--- src/rtl/hn_pkg.sv ---
// Shared definitions for the print-head line reader: FSM states, default geometry and head count.
package hn_pkg;

   localparam int HEAD_N       = 4;
   localparam int DEF_ADDR_W   = 10;
   localparam int DEF_LINE_LEN = 100;
   localparam int DEF_RD_LAT   = 2;
   localparam int DEF_CLK_DIV  = 2;
   localparam int DEF_LATCH_W  = 4;
   localparam int TIMER_W      = 16;

   typedef enum logic [2:0] {
      ST_IDLE,
      ST_FETCH,
      ST_WAIT,
      ST_SCLK_LO,
      ST_SCLK_HI,
      ST_LATCH,
      ST_DONE
   } state_t;

endpackage

--- src/rtl/hn_line_reader_if.sv ---
// Read port between the line reader and the line-buffer bank.
interface hn_line_reader_if
   import hn_pkg::*;
#(
   parameter int ADDR_W = DEF_ADDR_W
);

   logic              rden;
   logic [ADDR_W-1:0] rdaddress;
   logic [HEAD_N-1:0] PrnData;

   modport master (output rden, output rdaddress, input PrnData);
   modport slave  (input rden, input rdaddress, output PrnData);

endinterface

--- src/rtl/hn_sclk_timer.sv ---
// Down-counter that measures how long the reader stays in a timed state.
module hn_sclk_timer
   import hn_pkg::*;
#(
   parameter int W = TIMER_W
) (
   input  logic         clk,
   input  logic         rst,
   input  logic         i_load,
   input  logic [W-1:0] i_loadVal,
   output logic         o_expire
);

   logic [W-1:0] r_count;

   // Loading N makes expire rise on the N-th cycle of the state just entered.
   always_ff @(posedge clk) begin
      if (rst) begin
         r_count <= '0;
      end else if (i_load) begin
         r_count <= i_loadVal - 1'b1;
      end else if (r_count != '0) begin
         r_count <= r_count - 1'b1;
      end
   end

   assign o_expire = (r_count == '0);

endmodule

--- src/rtl/hn_line_reader.sv ---
// Sweeps one line of the head buffers and shifts each 4-bit column word out to the heads,
// finishing with a latch strobe and a done pulse.
module hn_line_reader
   import hn_pkg::*;
#(
   parameter int ADDR_W   = DEF_ADDR_W,
   parameter int LINE_LEN = DEF_LINE_LEN,
   parameter int RD_LAT   = DEF_RD_LAT,
   parameter int CLK_DIV  = DEF_CLK_DIV,
   parameter int LATCH_W  = DEF_LATCH_W
) (
   input  logic                  clk,
   input  logic                  rst,
   input  logic                  start,
   input  logic                  rev,
   input  logic [ADDR_W-1:0]     base_addr,
   input  logic                  abort,
   hn_line_reader_if.master      bufBus,
   output logic [HEAD_N-1:0]     head_sdat,
   output logic                  head_sclk,
   output logic                  head_latch,
   output logic                  busy,
   output logic                  done,
   output logic                  overrun
);

   localparam logic [ADDR_W-1:0]  LAST_IDX = ADDR_W'(LINE_LEN - 1);
   localparam logic [TIMER_W-1:0] T_RD     = TIMER_W'(RD_LAT);
   localparam logic [TIMER_W-1:0] T_DIV    = TIMER_W'(CLK_DIV);
   localparam logic [TIMER_W-1:0] T_LAT    = TIMER_W'(LATCH_W);

   state_t              r_state;
   state_t              w_nextState;
   logic [ADDR_W-1:0]   r_idx;
   logic [ADDR_W-1:0]   r_rdAddress;
   logic                r_rev;
   logic [HEAD_N-1:0]   r_headSdat;
   logic                r_overrun;
   logic                w_expire;
   logic                w_timerLoad;
   logic [TIMER_W-1:0]  w_timerVal;
   logic                w_busy;
   logic                w_accept;
   logic                w_abort;
   logic                w_lastCol;
   logic                w_advance;

   assign w_busy    = (r_state != ST_IDLE) && (r_state != ST_DONE);
   assign w_accept  = start && !w_busy;
   assign w_abort   = abort && w_busy;
   assign w_lastCol = (r_idx == LAST_IDX);
   assign w_advance = (r_state == ST_SCLK_HI) && w_expire && !w_lastCol;

   hn_sclk_timer #(.W(TIMER_W)) u_timer (
      .clk       (clk),
      .rst       (rst),
      .i_load    (w_timerLoad),
      .i_loadVal (w_timerVal),
      .o_expire  (w_expire)
   );

   // The DONE cycle doubles as an idle slot, so a new start is taken there too.
   always_comb begin
      w_nextState = r_state;
      w_timerVal  = TIMER_W'(1);
      case (r_state)
         ST_IDLE:    if (start) w_nextState = ST_FETCH;
         ST_FETCH:   w_nextState = ST_WAIT;
         ST_WAIT:    if (w_expire) w_nextState = ST_SCLK_LO;
         ST_SCLK_LO: if (w_expire) w_nextState = ST_SCLK_HI;
         ST_SCLK_HI: if (w_expire) w_nextState = w_lastCol ? ST_LATCH : ST_FETCH;
         ST_LATCH:   if (w_expire) w_nextState = ST_DONE;
         ST_DONE:    w_nextState = start ? ST_FETCH : ST_IDLE;
         default:    w_nextState = ST_IDLE;
      endcase
      if (w_abort) begin
         w_nextState = ST_IDLE;
      end
      case (w_nextState)
         ST_WAIT:    w_timerVal = T_RD;
         ST_SCLK_LO: w_timerVal = T_DIV;
         ST_SCLK_HI: w_timerVal = T_DIV;
         ST_LATCH:   w_timerVal = T_LAT;
         default:    w_timerVal = TIMER_W'(1);
      endcase
      w_timerLoad = (w_nextState != r_state);
   end

   always_ff @(posedge clk) begin
      if (rst) begin
         r_state     <= ST_IDLE;
         r_idx       <= '0;
         r_rdAddress <= '0;
         r_rev       <= 1'b0;
         r_headSdat  <= '0;
         r_overrun   <= 1'b0;
      end else begin
         r_state <= w_nextState;
         if (w_abort) begin
            r_idx       <= '0;
            r_rdAddress <= '0;
            r_headSdat  <= '0;
         end else begin
            // Address walks one step per column; ADDR_W-bit arithmetic gives the wrap for free.
            if (w_accept) begin
               r_rev       <= rev;
               r_idx       <= '0;
               r_rdAddress <= base_addr + (rev ? LAST_IDX : '0);
            end else if (w_advance) begin
               r_idx       <= r_idx + 1'b1;
               r_rdAddress <= r_rev ? r_rdAddress - 1'b1 : r_rdAddress + 1'b1;
            end
            if ((r_state == ST_WAIT) && w_expire) begin
               r_headSdat <= bufBus.PrnData;
            end else if ((w_nextState == ST_LATCH) && (r_state != ST_LATCH)) begin
               r_headSdat <= '0;
            end
         end
         if (w_accept) begin
            r_overrun <= 1'b0;
         end else if (start && w_busy) begin
            r_overrun <= 1'b1;
         end
      end
   end

   assign bufBus.rden      = (r_state == ST_FETCH);
   assign bufBus.rdaddress = r_rdAddress;
   assign head_sdat        = r_headSdat;
   assign head_sclk        = (r_state == ST_SCLK_HI);
   assign head_latch       = (r_state == ST_LATCH);
   assign busy             = w_busy;
   assign done             = (r_state == ST_DONE);
   assign overrun          = r_overrun;

endmodule

--- src/flat_wrapper.sv ---
// flat-port wrapper written by rule: the top's interface ports become plain ports
module hn_line_reader_flat import hn_pkg::*;
#(
   parameter int ADDR_W   = DEF_ADDR_W,
   parameter int LINE_LEN = DEF_LINE_LEN,
   parameter int RD_LAT   = DEF_RD_LAT,
   parameter int CLK_DIV  = DEF_CLK_DIV,
   parameter int LATCH_W  = DEF_LATCH_W
)
  (clk, rst, start, rev, base_addr, abort, head_sdat, head_sclk, head_latch, busy, done, overrun, bufBus_rden, bufBus_rdaddress, bufBus_PrnData);
  hn_line_reader_if #(.ADDR_W(ADDR_W)) bufBus_i ();
  input  logic clk;
  input  logic rst;
  input  logic start;
  input  logic rev;
  input  logic [ADDR_W-1:0] base_addr;
  input  logic abort;
  output logic [HEAD_N-1:0] head_sdat;
  output logic head_sclk;
  output logic head_latch;
  output logic busy;
  output logic done;
  output logic overrun;
  output wire logic [$bits(bufBus_i.rden)-1:0] bufBus_rden;
  output wire logic [$bits(bufBus_i.rdaddress)-1:0] bufBus_rdaddress;
  input wire logic [$bits(bufBus_i.PrnData)-1:0] bufBus_PrnData;
  assign bufBus_rden = bufBus_i.rden;
  assign bufBus_rdaddress = bufBus_i.rdaddress;
  assign bufBus_i.PrnData = bufBus_PrnData;
  hn_line_reader #(.ADDR_W(ADDR_W), .LINE_LEN(LINE_LEN), .RD_LAT(RD_LAT), .CLK_DIV(CLK_DIV), .LATCH_W(LATCH_W)) u_core (.clk(clk), .rst(rst), .start(start), .rev(rev), .base_addr(base_addr), .abort(abort), .bufBus(bufBus_i), .head_sdat(head_sdat), .head_sclk(head_sclk), .head_latch(head_latch), .busy(busy), .done(done), .overrun(overrun));
endmodule
--- config.mk ---
export PLATFORM = sky130hd
export DESIGN_NAME = hn_line_reader_flat
export DESIGN_NICKNAME = d
export VERILOG_FILES = /design/src/rtl/hn_pkg.sv /design/src/rtl/hn_line_reader_if.sv /design/src/rtl/hn_sclk_timer.sv /design/src/rtl/hn_line_reader.sv /design/src/flat_wrapper.sv
export SDC_FILE = /design/constraint.sdc
export NUM_CORES = 1
export LEC_CHECK = 0
export CAP_MARGIN = 20
export CORE_UTILIZATION = 40
export DETAILED_ROUTE_END_ITERATION = 8
export PLACE_DENSITY = 0.74
export SLEW_MARGIN = 0
export SYNTH_ARGS = -nofsm -noshare
export SYNTH_HDL_FRONTEND = slang
export SYNTH_SLANG_ARGS = --single-unit
--- constraint.sdc ---
create_clock -name clk -period 2.4 [get_ports clk]
set_input_delay 0.24 -clock clk [delete_from_list [all_inputs] [get_ports clk]]
set_output_delay 0.24 -clock clk [all_outputs]
set_load 0.01 [all_outputs]
Word-level counts from Yosys, hierarchy flattened
Index checks and enable logic that the tools add are counted.

cells by class
  $add $sub $neg = 6
  multiply operators = 0
  divide/modulo/power cells = 0
  order comparisons = 0
  equal/unequal tests = 14
  shift operators = 0
  muxes and demuxes = 18
  bitwise logic cells = 1
  reductions and logical operators = 22

operators by type and width
  cell                                                  number
  2-to-1 mux 16 bit                                     2
  2-to-1 mux 10 bit                                     3
  2-to-1 mux 3 bit                                      7
  case mux 3 bit (7 select lines)                       1
  adder 10 x 1 -> 10 bit, second input constant         2
  zero test 16 bit                                      1
  nonzero test 16 bit                                   1
  subtractor 16 x 1 -> 16 bit, second input constant    1
  equality test 3 bit, second input constant            5
  equality test 3 x 2 -> 1 bit, second input constant   4
  adder 10 bit                                          1
  equality test 10 x 7 -> 1 bit, second input constant  1
  subtractor 10 x 1 -> 10 bit, second input constant    1
  logical AND 1 bit                                     8
  2-to-1 mux 4 bit                                      2
  2-to-1 mux 7 bit                                      1
  inequality test 3 bit, second input constant          2
  case mux 3 bit (2 select lines)                       1
  nonzero test 2 bit                                    3
  OR reduction 3 bit                                    2
  OR reduction 2 bit                                    2
  subtractor 3 x 1 -> 4 bit, second input constant      1
  equality test 3 x 1 -> 1 bit, second input constant   1
  zero test 3 bit                                       1
  other kinds (6)                                       7

storage, ports and cells
  register bits = 45
  bits in latches = 0
  memory bits (writable) = 0
  ROM bits = 0
  bits of input ports = 19
  memories kept = 0

Depth between registers and ports, before layout
Gate-level depths: netlist of run 1.

  depth in word-level cells = 10
  depth in mapped cells = 9
  mapped depth without buffers = 8

By module
From an unflattened synthesis of run 1, not the netlist that was laid out.

unflattened totals
  cells, all modules = 378
  area total of the unflattened synthesis = 3238.1 um^2

by module, submodules not included
  module          instances  cells each  area an instance (um^2)
  hn_line_reader  1          253         2088.3
  hn_sclk_timer   1          125         1149.9

Worst setup path before layout of run 1
OpenSTA, ideal clock, no wires.

  path kind = flip-flop to flip-flop
  start point = reg u_core.u_timer.r_count[0]
  end point = reg u_core.r_headSdat[0], in the netlist u_core.head_sdat[0]
  setup time = 0.119 ns
  arrival time = 2.250 ns
  data required time = 2.281 ns
  setup slack = 0.031 ns
  stages on the path, launching flop included = 10
  path through = dfxtp_1 inv_1 ha_1 or4b_4 or4_4 buf_6 nor4b_4 nor3_1 o21ai_2 nor2_1

between the ends
  word-level cells in the longest chain between the ends = 7
  elaborated cells between the ends (all ways) = 12

RTL lines
  what                                        line                   source
  start: declaration                          hn_sclk_timer.sv:14    logic [W-1:0] r_count;
  start signal: assignment                    hn_sclk_timer.sv:21    r_count <= i_loadVal - 1'b1;
  start signal: assignment                    hn_sclk_timer.sv:23    r_count <= r_count - 1'b1;
  zero test 16 bit *                          hn_sclk_timer.sv:27    assign o_expire = (r_count == '0);
  2-to-1 mux 3 bit, on equally long branches  -
  case mux 3 bit (7 select lines)             hn_line_reader.sv:66   case (r_state)
  2-to-1 mux 3 bit                            hn_line_reader.sv:76   if (w_abort) begin
  equality test 3 bit                         hn_line_reader.sv:115  end else if ((w_nextState == ST_LATCH) && (r_state != ST_LATCH)) begin
  logical AND 1 bit                           hn_line_reader.sv:115
  nonzero test 2 bit (no source line)         -
  end signal: assignment                      hn_line_reader.sv:114  r_headSdat <= bufBus.PrnData;
  end: declaration                            hn_line_reader.sv:37   logic [HEAD_N-1:0] r_headSdat;

Mark *: on every way between the ends. The rest lies on a longest branch, timed or not.
A chain may end at the register's enable or synchronous reset.

Final worst setup path of run 1
  start point = reg u_core.u_timer.r_count[1]
  end point = reg u_core.r_headSdat[1], in the netlist u_core.head_sdat[1]

The elaborated chain is that of the path after synthesis.

==> results_dict.tcl, run 1 <==
set metrics [dict create \
    fin_hold_ws_ns 0.481 \
    avgSynthCellArea_sq_um 8.31 \
    power.clock.fraction_pct 10.9 \
    drt_pass1_iterations 4 \
    max_clock_freq_mhz 434 \
    die_width_microns 87.7 \
    net-switching-power_mw 1.75 \
    crit_path_end "u_core.head_sdat[1]" \
    crit_path_max_fanout 6 \
    yosys.cell_count.top_type "nor2_1" \
    dp_hpwl_microns 4960 \
    cts-buffers-inserted 5 \
    dpl_cell_area_sq_um 3440 \
    route.final.wire_length_microns 6570 \
    r2r_setup_slack_ns 0.1 \
    biggest_area_contributors_in_the_synthesized_netlist "dfxtp_1 (31%), nor2_1 (7.0%), ha_1 (6.0%)" \
    critPathSlowestCell "or4_4" \
    max-cap-violations 0 \
    routed_length_per_placed_instance_microns 13.2 \
    final_period_utilization_pct 95.9 \
    total_overflow_reported_by_the_global_router 0 \
    cts-root-to-sink-buffers 2 \
    utilization_pct 51.2 \
    tightest_slew_ns 0.561 \
    finalSetupViolations 0 \
    grt_max_degree 15 \
    cp-end-kind "register" \
    internal_power_mw 2.29 \
    element_type_at_the_critical_path_start "register" \
    async_flop_share_pct 0 \
    finalMaxSlewViolations 0 \
    cts.sink_count 45 \
    timing.max_slew.rel_slack_pct 62.1 \
    instances_no_fill 496 \
    r2r_cell_count 8 \
    clkSlewWorstSetupHoldPaths_ns 0.09 \
    relative_contribution_of_combinational_cells_to_total_power_pct 62.7 \
    dpl.cell_count 490 \
    groute.usage.overall_pct 18.1 \
    worstReg2RegEnd "u_core.head_sdat[1]" \
    critPathTopFamily "simple AND/OR/NAND/NOR gates" \
    first_pass_grt_wire_length_microns 11200 \
    post-synth-top-area-fraction_pct 30.6 \
    synth.ff_latch_count 45 \
    power_leakage_nw 1.35 \
    critical_path.startpoint "u_core.u_timer.r_count[1]" \
    drc 0 \
    placeableCoreArea_sq_um 6940 \
    finalHoldViolations 0 \
    finalNetCount 436 \
    worstHoldPathType "reg2reg" \
    tritoncts "done" \
    post-cts-setup-buffers 0 \
    synth_sequential_area_ratio_pct 30.6 \
    detailedRoute.firstIterationViolations 109 \
    pre_cts_ws_ns -0.00167 \
    switching_share_pct 43.4 \
    synth_top_cell_by_area "dfxtp_1" \
    drt.antenna.violating_nets 0 \
    run_status "completed" \
    worstSetupPathType "reg2reg" \
    power_mw 4.04 \
    clk_latency_ns 0.29 \
    critical_path_buf_inv_count 1 \
    layout-area-overhead-vs-synth_pct 20.9 \
    h-tree-depth 2 \
    syn_inst 354 \
    synth_top_cells_by_count "nor2_1 (55), dfxtp_1 (45), a21oi_1 (24), nand2_1 (24), o21ai_0 (20)" \
    ys_warn_count 0 \
    die-height_microns 87.7 \
    synth_cell_types 60 \
    layout_min_cycle_time_ns 2.30 \
    initial_core_util_pct 42.3 \
    core.rowCount 30 \
    place_congestion 0.859 \
    detail_route.vias_per_cell 5.32 \
    via_count 2641 \
    grt_antenna_before_repair 0 \
    synth_ff_type "dfxtp_1" \
    rsz_0062_raised_after_global_routing "yes" \
    antenna-diode-count 0 \
    power.ir.vdd_worst_mv 0.626 \
    cts_root_buffer "clkbuf_8" \
    worstPathCellList "inv_2, ha_4, or4b_4, or4_4, nor4b_4, nor3_2, o21ai_2, nor2_1" \
    top_level_ports 39 \
    vias_in_the_first_global_route 2471 \
    cp_num_cells 8 \
    worstPathArrival_ns 2.48 \
    timing.final.ws_setup_ns 0.0979 \
    seqPwrFrac_pct 26.4 \
    setup_total_negative_slack_ns 0 \
    synth-edff-count 0 \
    clock-skew-final_ns 0.00667 \
    final_area_sq_um 3550 \
    critical_path_required_ns 2.58 \
    fp.dieArea_sq_um 7700 \
    port_buffers 38 \
    mappedNetlistArea_sq_um 2940 \
    max_stage_delay_ns 0.51 \
    post_route_cells_drive_above_1_share_pct 11.8 \
    crit-reg2reg-launch "u_core.u_timer.r_count[1]" \
    power.density_cell_area_nw_per_um2 1140 \
    syn_nets 389 \
]
## worst min-delay path by stage
stage	startpoint	endpoint	slack (ns)	cells after the start
after floorplan	rev	u_core.r_rev	0.38	2
after global placement	u_core.r_idx[1]	u_core.r_idx[1]	0.45	2
after detailed placement	u_core.r_idx[1]	u_core.r_idx[1]	0.47	2
after CTS	u_core.r_idx[1]	u_core.r_idx[1]	0.49	2
after global routing	u_core.r_idx[1]	u_core.r_idx[1]	0.52	2
final	u_core.r_idx[1]	u_core.r_idx[1]	0.48	2
## layout by cell type (no fill, tap or decap), types with 2 or more instances in the layout
master	n
nand2b_1	3
fa_1	2
or4_4	3
inv_1	8
o311ai_0	3
nand2_1	24
clkdlybuf4s50_1	38
o21bai_1	3
dfxtp_1	38
inv_2	2
a211oi_1	6
dfxtp_2	6
xor2_1	12
nor2b_1	3
nand3_1	12
ha_1	13
a31oi_1	5
o21ai_0	20
clkbuf_8	5
a21oi_1	24
nor4_1	4
mux2i_1	5
nor2_1	55
or4_1	4
o21a_1	5
and3_1	6
o211ai_1	2
xnor2_1	19
a21o_1	3
or3_1	5
buf_4	15
nand3b_1	3
nor3_1	12
o31ai_1	4
## kinds of logic after synthesis
| kind of cell | count (synthesis) | share of synthesized area (%) |
|---|---|---|
| compound gates | 82 | 18.0 |
| simple gates | 150 | 27.3 |
| mux | 5 | 1.70 |
| flops | 45 | 30.6 |
| xor+xnor | 31 | 9.23 |
| buf+inv | 25 | 5.79 |
| fa+ha+maj | 16 | 7.32 |
## cell type report
class,instances,area (sq um)
fillers,655,3390
multi-input cells,284,1890
flip-flops and latches,45,912
repair buffers,54,513
well taps,96,120
clock buffers,5,68.8
inverters,11,41.3
clock inverters,1,5.00
## power by group through the flow
stage	Sequential (mW)	Clock, mW	Combinational, mW
final	1.06	0.442	2.53
after global routing	1.09	0.488	2.78
after CTS	1.05	0.456	2.52
after detailed placement	1.07	0	2.49
after global placement	1.06	0	2.44
after floorplan	1.05	0	2.02
## state kept, by name, indices dropped and copies added (netlist names)
register,cells
u_core.r_rev,1
u_core.r_idx,10
u_core.r_state,3
u_core.bufBus.rdaddress,10
u_core.head_sdat,4
u_core.u_timer.r_count,16
u_core.overrun,1
## worst reg2reg max path: cells and delay by family, from the launching register on
kind	cells	cell delay (ns)
AOI/OAI and AO/OA	1	0.20
adders and majority gates	1	0.12
buffers and inverters	1	0.07
DFF	1	0.33
and+or+nand+nor	5	1.47
## timing repair
action                                  in CTS  in global routing
resized for setup                            0                 14
pin swaps                                    2                 11
endpoints found under the setup margin       4                  8
hold buffers                                 0                  0
## routing by layer
| metal | vias to the layer above | global-route usage [%] | wire length (microns) |
|---|---|---|---|
| met1 | 1210 | 23.8 | 3150 |
| met2 | 54 | 31.0 | 3090 |
| met5 | - | 0 | 0 |
| met3 | 6 | 3.39 | 270 |
| met4 | 0 | 3.58 | 57 |
| li1 | 1371 | - | - |
Power figures use the tool's default switching activity.
==> run 2: changes to the inputs <==
--- a/config.mk
+++ b/config.mk
@@ -8,6 +8,7 @@
 export CAP_MARGIN = 20
 export CORE_UTILIZATION = 40
 export DETAILED_ROUTE_END_ITERATION = 8
+export GPL_TIMING_DRIVEN = 0
 export PLACE_DENSITY = 0.74
 export SLEW_MARGIN = 0
 export SYNTH_ARGS = -nofsm -noshare
==> run 2 against run 1 <==
Net effect:
- worst setup slack worse by 0.097 ns
- design area grew 10%
- flip-flop and latch count stayed put
- global-route usage is 1.4 points higher
- routed wire length is 15% higher
- clock skew up 0.0037 ns
- worst hold slack got worse by 0.063 ns
- clock power increased by 32%
- sequential power is essentially flat
- critical endpoint is now u_core.u_timer.r_count[9]
- largest power group unchanged
- highest routed layer unchanged
==> results_dict.tcl, run 2 (same netlist as run 1, synthesis figures left out) <==
set metrics [dict create \
    finalHoldViolations 0 \
    final_area_sq_um 3930 \
    cts_root_buffer "clkbuf_8" \
    h-tree-depth 2 \
    final_period_utilization_pct 100 \
    detailedRoute.firstIterationViolations 87 \
    dpl_cell_area_sq_um 3430 \
    power_leakage_nw 1.49 \
    routed_length_per_placed_instance_microns 14.5 \
    element_type_at_the_critical_path_start "register" \
    drt.antenna.violating_nets 0 \
    net-switching-power_mw 2.19 \
    finalMaxSlewViolations 0 \
    hold_buffers 0 \
    post_route_cells_drive_above_1_share_pct 19.3 \
    instances_no_fill 520 \
    detail_route.vias_per_cell 5.52 \
    clk_latency_ns 0.30 \
    place_congestion 0.874 \
    initial_core_util_pct 42.3 \
    max_clock_freq_mhz 417 \
    relative_contribution_of_combinational_cells_to_total_power_pct 68.6 \
    port_buffers 37 \
    max-cap-violations 0 \
    r2r_setup_slack_ns 0.0009 \
    die_width_microns 87.7 \
    cts-root-to-sink-buffers 2 \
    vias_in_the_first_global_route 2644 \
    placeableCoreArea_sq_um 6940 \
    grt_antenna_before_repair 0 \
    cts.sink_count 45 \
    fin_hold_ws_ns 0.418 \
    clock-skew-final_ns 0.0104 \
    top_register "u_core.u_timer.r_count" \
    layout_commonest_cell "nor2_1" \
    crit_path_max_fanout 7 \
    antenna-diode-count 0 \
    largest_register_ff_count 16 \
    clkSlewWorstSetupHoldPaths_ns 0.09 \
    run_status "completed" \
    finalSetupViolations 0 \
    cts-buffers-inserted 5 \
    tritoncts "done" \
    layout-area-overhead-vs-synth_pct 33.5 \
    seqPwrFrac_pct 20.3 \
    power.ir.vdd_worst_mv 0.622 \
    via_count 2868 \
    fp.dieArea_sq_um 7700 \
    top_level_ports 39 \
    tightest_slew_ns 0.812 \
    core.rowCount 30 \
    drt_pass1_iterations 4 \
    timing.max_slew.rel_slack_pct 45.1 \
    layout_min_cycle_time_ns 2.40 \
    groute.usage.overall_pct 19.6 \
    dp_hpwl_microns 5090 \
    worstSetupPathType "reg2reg" \
    critical_path_required_ns 2.60 \
    die-height_microns 87.7 \
    cp-end-kind "register" \
    worstPathArrival_ns 2.60 \
    internal_power_mw 3.09 \
    grt_max_degree 15 \
    power.density_cell_area_nw_per_um2 1340 \
    worstHoldPathType "in2reg" \
    rsz_0062_raised_after_global_routing "yes" \
    power.clock.fraction_pct 11.1 \
    setup_total_negative_slack_ns 0 \
    total_overflow_reported_by_the_global_router 0 \
    route.final.wire_length_microns 7530 \
    highest_count_cells_in_the_layout_ignoring_fill_and_taps "nor2_1 (53), clkdlybuf4s50_1 (37), dfxtp_1 (36)" \
    dpl.cell_count 487 \
    switching_share_pct 41.4 \
    drc 0 \
    finalNetCount 458 \
    first_pass_grt_wire_length_microns 11900 \
]
## run 2: power by group through the flow
stage | clock network, mW | logic, mW | registers, mW
floorplan | 0 | 2.02 | 1.05
global placement | 0 | 2.44 | 1.06
detailed placement | 0 | 2.50 | 1.07
CTS | 0.594 | 3.18 | 1.06
global route | 0.623 | 3.90 | 1.08
finish | 0.584 | 3.62 | 1.07
## run 2: area by class of cell
type / instances / area (sq um)
flip-flops and latches: 45 / 915
fillers: 608 / 3020
clock inverters: 2 / 38.8
plain buffers: 14 / 146
clock buffers: 6 / 72.6
repair buffers: 62 / 573
well taps: 96 / 120
multi-input cells: 284 / 2020
inverters: 11 / 41.3
## run 2: worst max-delay path: stages (launching register included)
cell and delay [ns]:
dfxtp_2 0.35, or4_4 0.54, or4_4 0.56, buf_8 0.16, buf_6 0.12, buf_6 0.13
nand3b_1 0.16, nor4_2 0.06, xnor2_1 0.15, nor2_1 0.06
## run 2: per-stage QoR
stage                     worst slack [ns]  utilization, %  power, mW
after floorplan                     0.0308               -       3.07
after global placement              -0.256            49.4       3.50
after detailed placement            -0.265            49.4       3.57
after CTS                          -0.0897            54.2       4.83
after global routing               -0.0712            56.5       5.61
final                             0.000873            56.5       5.27
## run 2: what timing repair did
item                       CTS  global route
resized for setup           30            23
hold endpoints to repair     0             0
setup buffers               16             8
pin swaps                   12            11
setup endpoints to repair   30            35
cloned                       0             1
## run 2: per-layer routing
| metal | part of all wire [%] | track usage [%] | vias up | routed length, microns |
|---|---|---|---|---|
| met5 | 0 | 0 | - | 0 |
| met4 | 1.5 | 7.15 | 0 | 114 |
| met3 | 4.8 | 2.92 | 8 | 363 |
| met2 | 50 | 34.0 | 81 | 3770 |
| met1 | 44 | 24.5 | 1366 | 3280 |
| li1 | - | - | 1413 | - |
## run 2: worst paths after layout
check,startpoint,to,cells after the start
max,u_core.u_timer.r_count[11],u_core.u_timer.r_count[9],9
max reg2reg,u_core.u_timer.r_count[11],u_core.u_timer.r_count[9],9
min reg2reg,u_core.r_idx[1],u_core.r_idx[1],2
min,abort,u_core.u_timer.r_count[0],4
==> run 3: changes to the inputs <==
--- a/config.mk
+++ b/config.mk
@@ -9,7 +9,7 @@
 export CORE_UTILIZATION = 40
 export DETAILED_ROUTE_END_ITERATION = 8
 export GPL_TIMING_DRIVEN = 0
-export PLACE_DENSITY = 0.74
+export PLACE_DENSITY = 0.72
 export SLEW_MARGIN = 0
 export SYNTH_ARGS = -nofsm -noshare
 export SYNTH_HDL_FRONTEND = slang
==> constraint.sdc (replaced) <==
create_clock -name clk -period 3.1 [get_ports clk]
set_input_delay 0.31 -clock clk [delete_from_list [all_inputs] [get_ports clk]]
set_output_delay 0.31 -clock clk [all_outputs]
set_load 0.01 [all_outputs]
==> run 3 against run 2 <==
Net effect:
- flip-flop and latch count unchanged
- register-to-register slack better by 0.32 ns
- first-iteration DRC count up 22%
- largest power group unchanged
- combinational power down 46%
- maximum frequency down 14%
- critical path depth down 1
- die area unchanged
==> results_dict.tcl, run 3 (same netlist as run 1, synthesis figures left out) <==
set metrics [dict create \
    run_status "completed" \
    finalSetupViolations 0 \
    crit_path_max_fanout 5 \
    via_count 2638 \
    core.rowCount 30 \
    place_congestion 0.878 \
    h-tree-depth 2 \
    vias_in_the_first_global_route 2504 \
    route.top_layer_used "met4" \
    total_overflow_reported_by_the_global_router 0 \
    max_clock_freq_mhz 359 \
    largest_register_ff_count 16 \
    route.final.wire_length_microns 6870 \
    final_period_utilization_pct 89.8 \
    first_pass_grt_wire_length_microns 11600 \
    die_width_microns 87.7 \
    antenna-diode-count 0 \
    power_leakage_nw 1.35 \
    cts_root_buffer "clkbuf_8" \
    clkSlewWorstSetupHoldPaths_ns 0.09 \
    dr_wl_met2_microns 3370 \
    instances_no_fill 495 \
    drt.antenna.violating_nets 0 \
    timing.hold.worst.start "abort" \
    finalMaxSlewViolations 0 \
    tightest_slew_ns 0.743 \
    max-cap-violations 0 \
    cts.sink_count 45 \
    met3_wirelength_microns 216 \
    detail_route.vias_per_cell 5.33 \
    grt_antenna_before_repair 0 \
    grt_max_degree 16 \
    power.density_cell_area_nw_per_um2 928 \
    worstSetupPathType "reg2reg" \
    crit-reg2reg-launch "u_core.u_timer.r_count[0]" \
    clk_latency_ns 0.30 \
    post-cts-setup-buffers 0 \
    finalNetCount 433 \
    top_register "u_core.u_timer.r_count" \
    routed_length_per_placed_instance_microns 13.9 \
    tritoncts "done" \
    timing.max_slew.rel_slack_pct 50.0 \
    ctsResizeCount 0 \
    timing.final.ws_setup_ns 0.316 \
    critical_path_required_ns 3.30 \
    placeableCoreArea_sq_um 6940 \
    dp_hpwl_microns 5070 \
    utilization_pct 51.4 \
    drc 0 \
    groute.usage.overall_pct 19.3 \
    cts-root-to-sink-buffers 2 \
    dpl.cell_count 487 \
    layout-area-overhead-vs-synth_pct 21.4 \
    layout_commonest_cell "nor2_1" \
    port_buffers 37 \
    setup_total_negative_slack_ns 0 \
    post_route_cells_drive_above_1_share_pct 7.27 \
    rsz_0062_raised_after_global_routing "no" \
    power.ir.vdd_worst_mv 0.498 \
    cts-buffers-inserted 5 \
    detailedRoute.firstIterationViolations 106 \
    fp.dieArea_sq_um 7700 \
    layout_min_cycle_time_ns 2.78 \
    hold_buffers 0 \
    worstPathArrival_ns 2.98 \
    cp-end-kind "register" \
    finalHoldViolations 0 \
    wl_met1_microns 3210 \
    initial_core_util_pct 42.3 \
    pre_cts_ws_ns 0.364 \
    highest_count_cells_in_the_layout_ignoring_fill_and_taps "nor2_1 (55), dfxtp_1 (45), clkdlybuf4s50_1 (37)" \
    die-height_microns 87.7 \
    element_type_at_the_critical_path_start "register" \
    drt_pass1_iterations 5 \
    critical_path.startpoint "u_core.u_timer.r_count[0]" \
    clock-skew-final_ns 0.00903 \
    top_level_ports 39 \
    worstHoldPathType "in2reg" \
]
==> run 3: worst max-delay path, cell delays in order (launching register included) <==
cell	delay, ns
dfxtp_1	0.36
inv_1	0.09
ha_1	0.19
or4b_4	0.52
nor3_1	0.41
nand2_1	0.22
nor3b_2	0.56
mux2i_1	0.27
nor2_1	0.05
==> run 3: through the flow <==
stage | hold WS (ns) | area, sq um | power, mW
finish | 0.451 | 3570 | 3.31
global route | 0.454 | 3570 | 3.57
CTS | 0.438 | 3570 | 3.31
detailed placement | 0.475 | 3430 | 2.76
global placement | 0.454 | 3430 | 2.72
floorplan | 0.444 | 2940 | 2.37
==> run 3: final timing paths <==
kind	slack [ns]	cells after the start	to
setup / recovery	0.32	8	u_core.head_sdat[3]
hold reg to reg	0.50	2	u_core.r_idx[1]
hold / removal	0.45	4	u_core.u_timer.r_count[0]
setup reg to reg	0.32	8	u_core.head_sdat[3]
==> run 3: area by class of cell <==
| type | count | area (sq um) |
|---|---|---|
| buffer | 14 | 129 |
| clock inverter | 3 | 68.8 |
| timing repair buffer | 37 | 370 |
| sequential | 45 | 901 |
| tap | 96 | 120 |
| fill | 661 | 3380 |
| clock buffer | 5 | 68.8 |
| multi-input combinational | 284 | 1870 |
| inverter | 11 | 41.3 |
==> run 3: power breakdown <==
| part | switching (mW) | leakage [nW] | internal, mW |
|---|---|---|---|
| clock network | 0.216 | 0.0687 | 0.325 |
| registers | 0.123 | 0.366 | 0.695 |
| logic | 1.05 | 0.915 | 0.905 |
| total | 1.39 | 1.35 | 1.92 |
==> run 3: per-layer routing <==
layer	vias to the layer above	track usage (%)
li1	1366	-
met1	1222	24.5
met2	43	33.9
met3	7	3.20
met4	0	4.77
met5	-	0
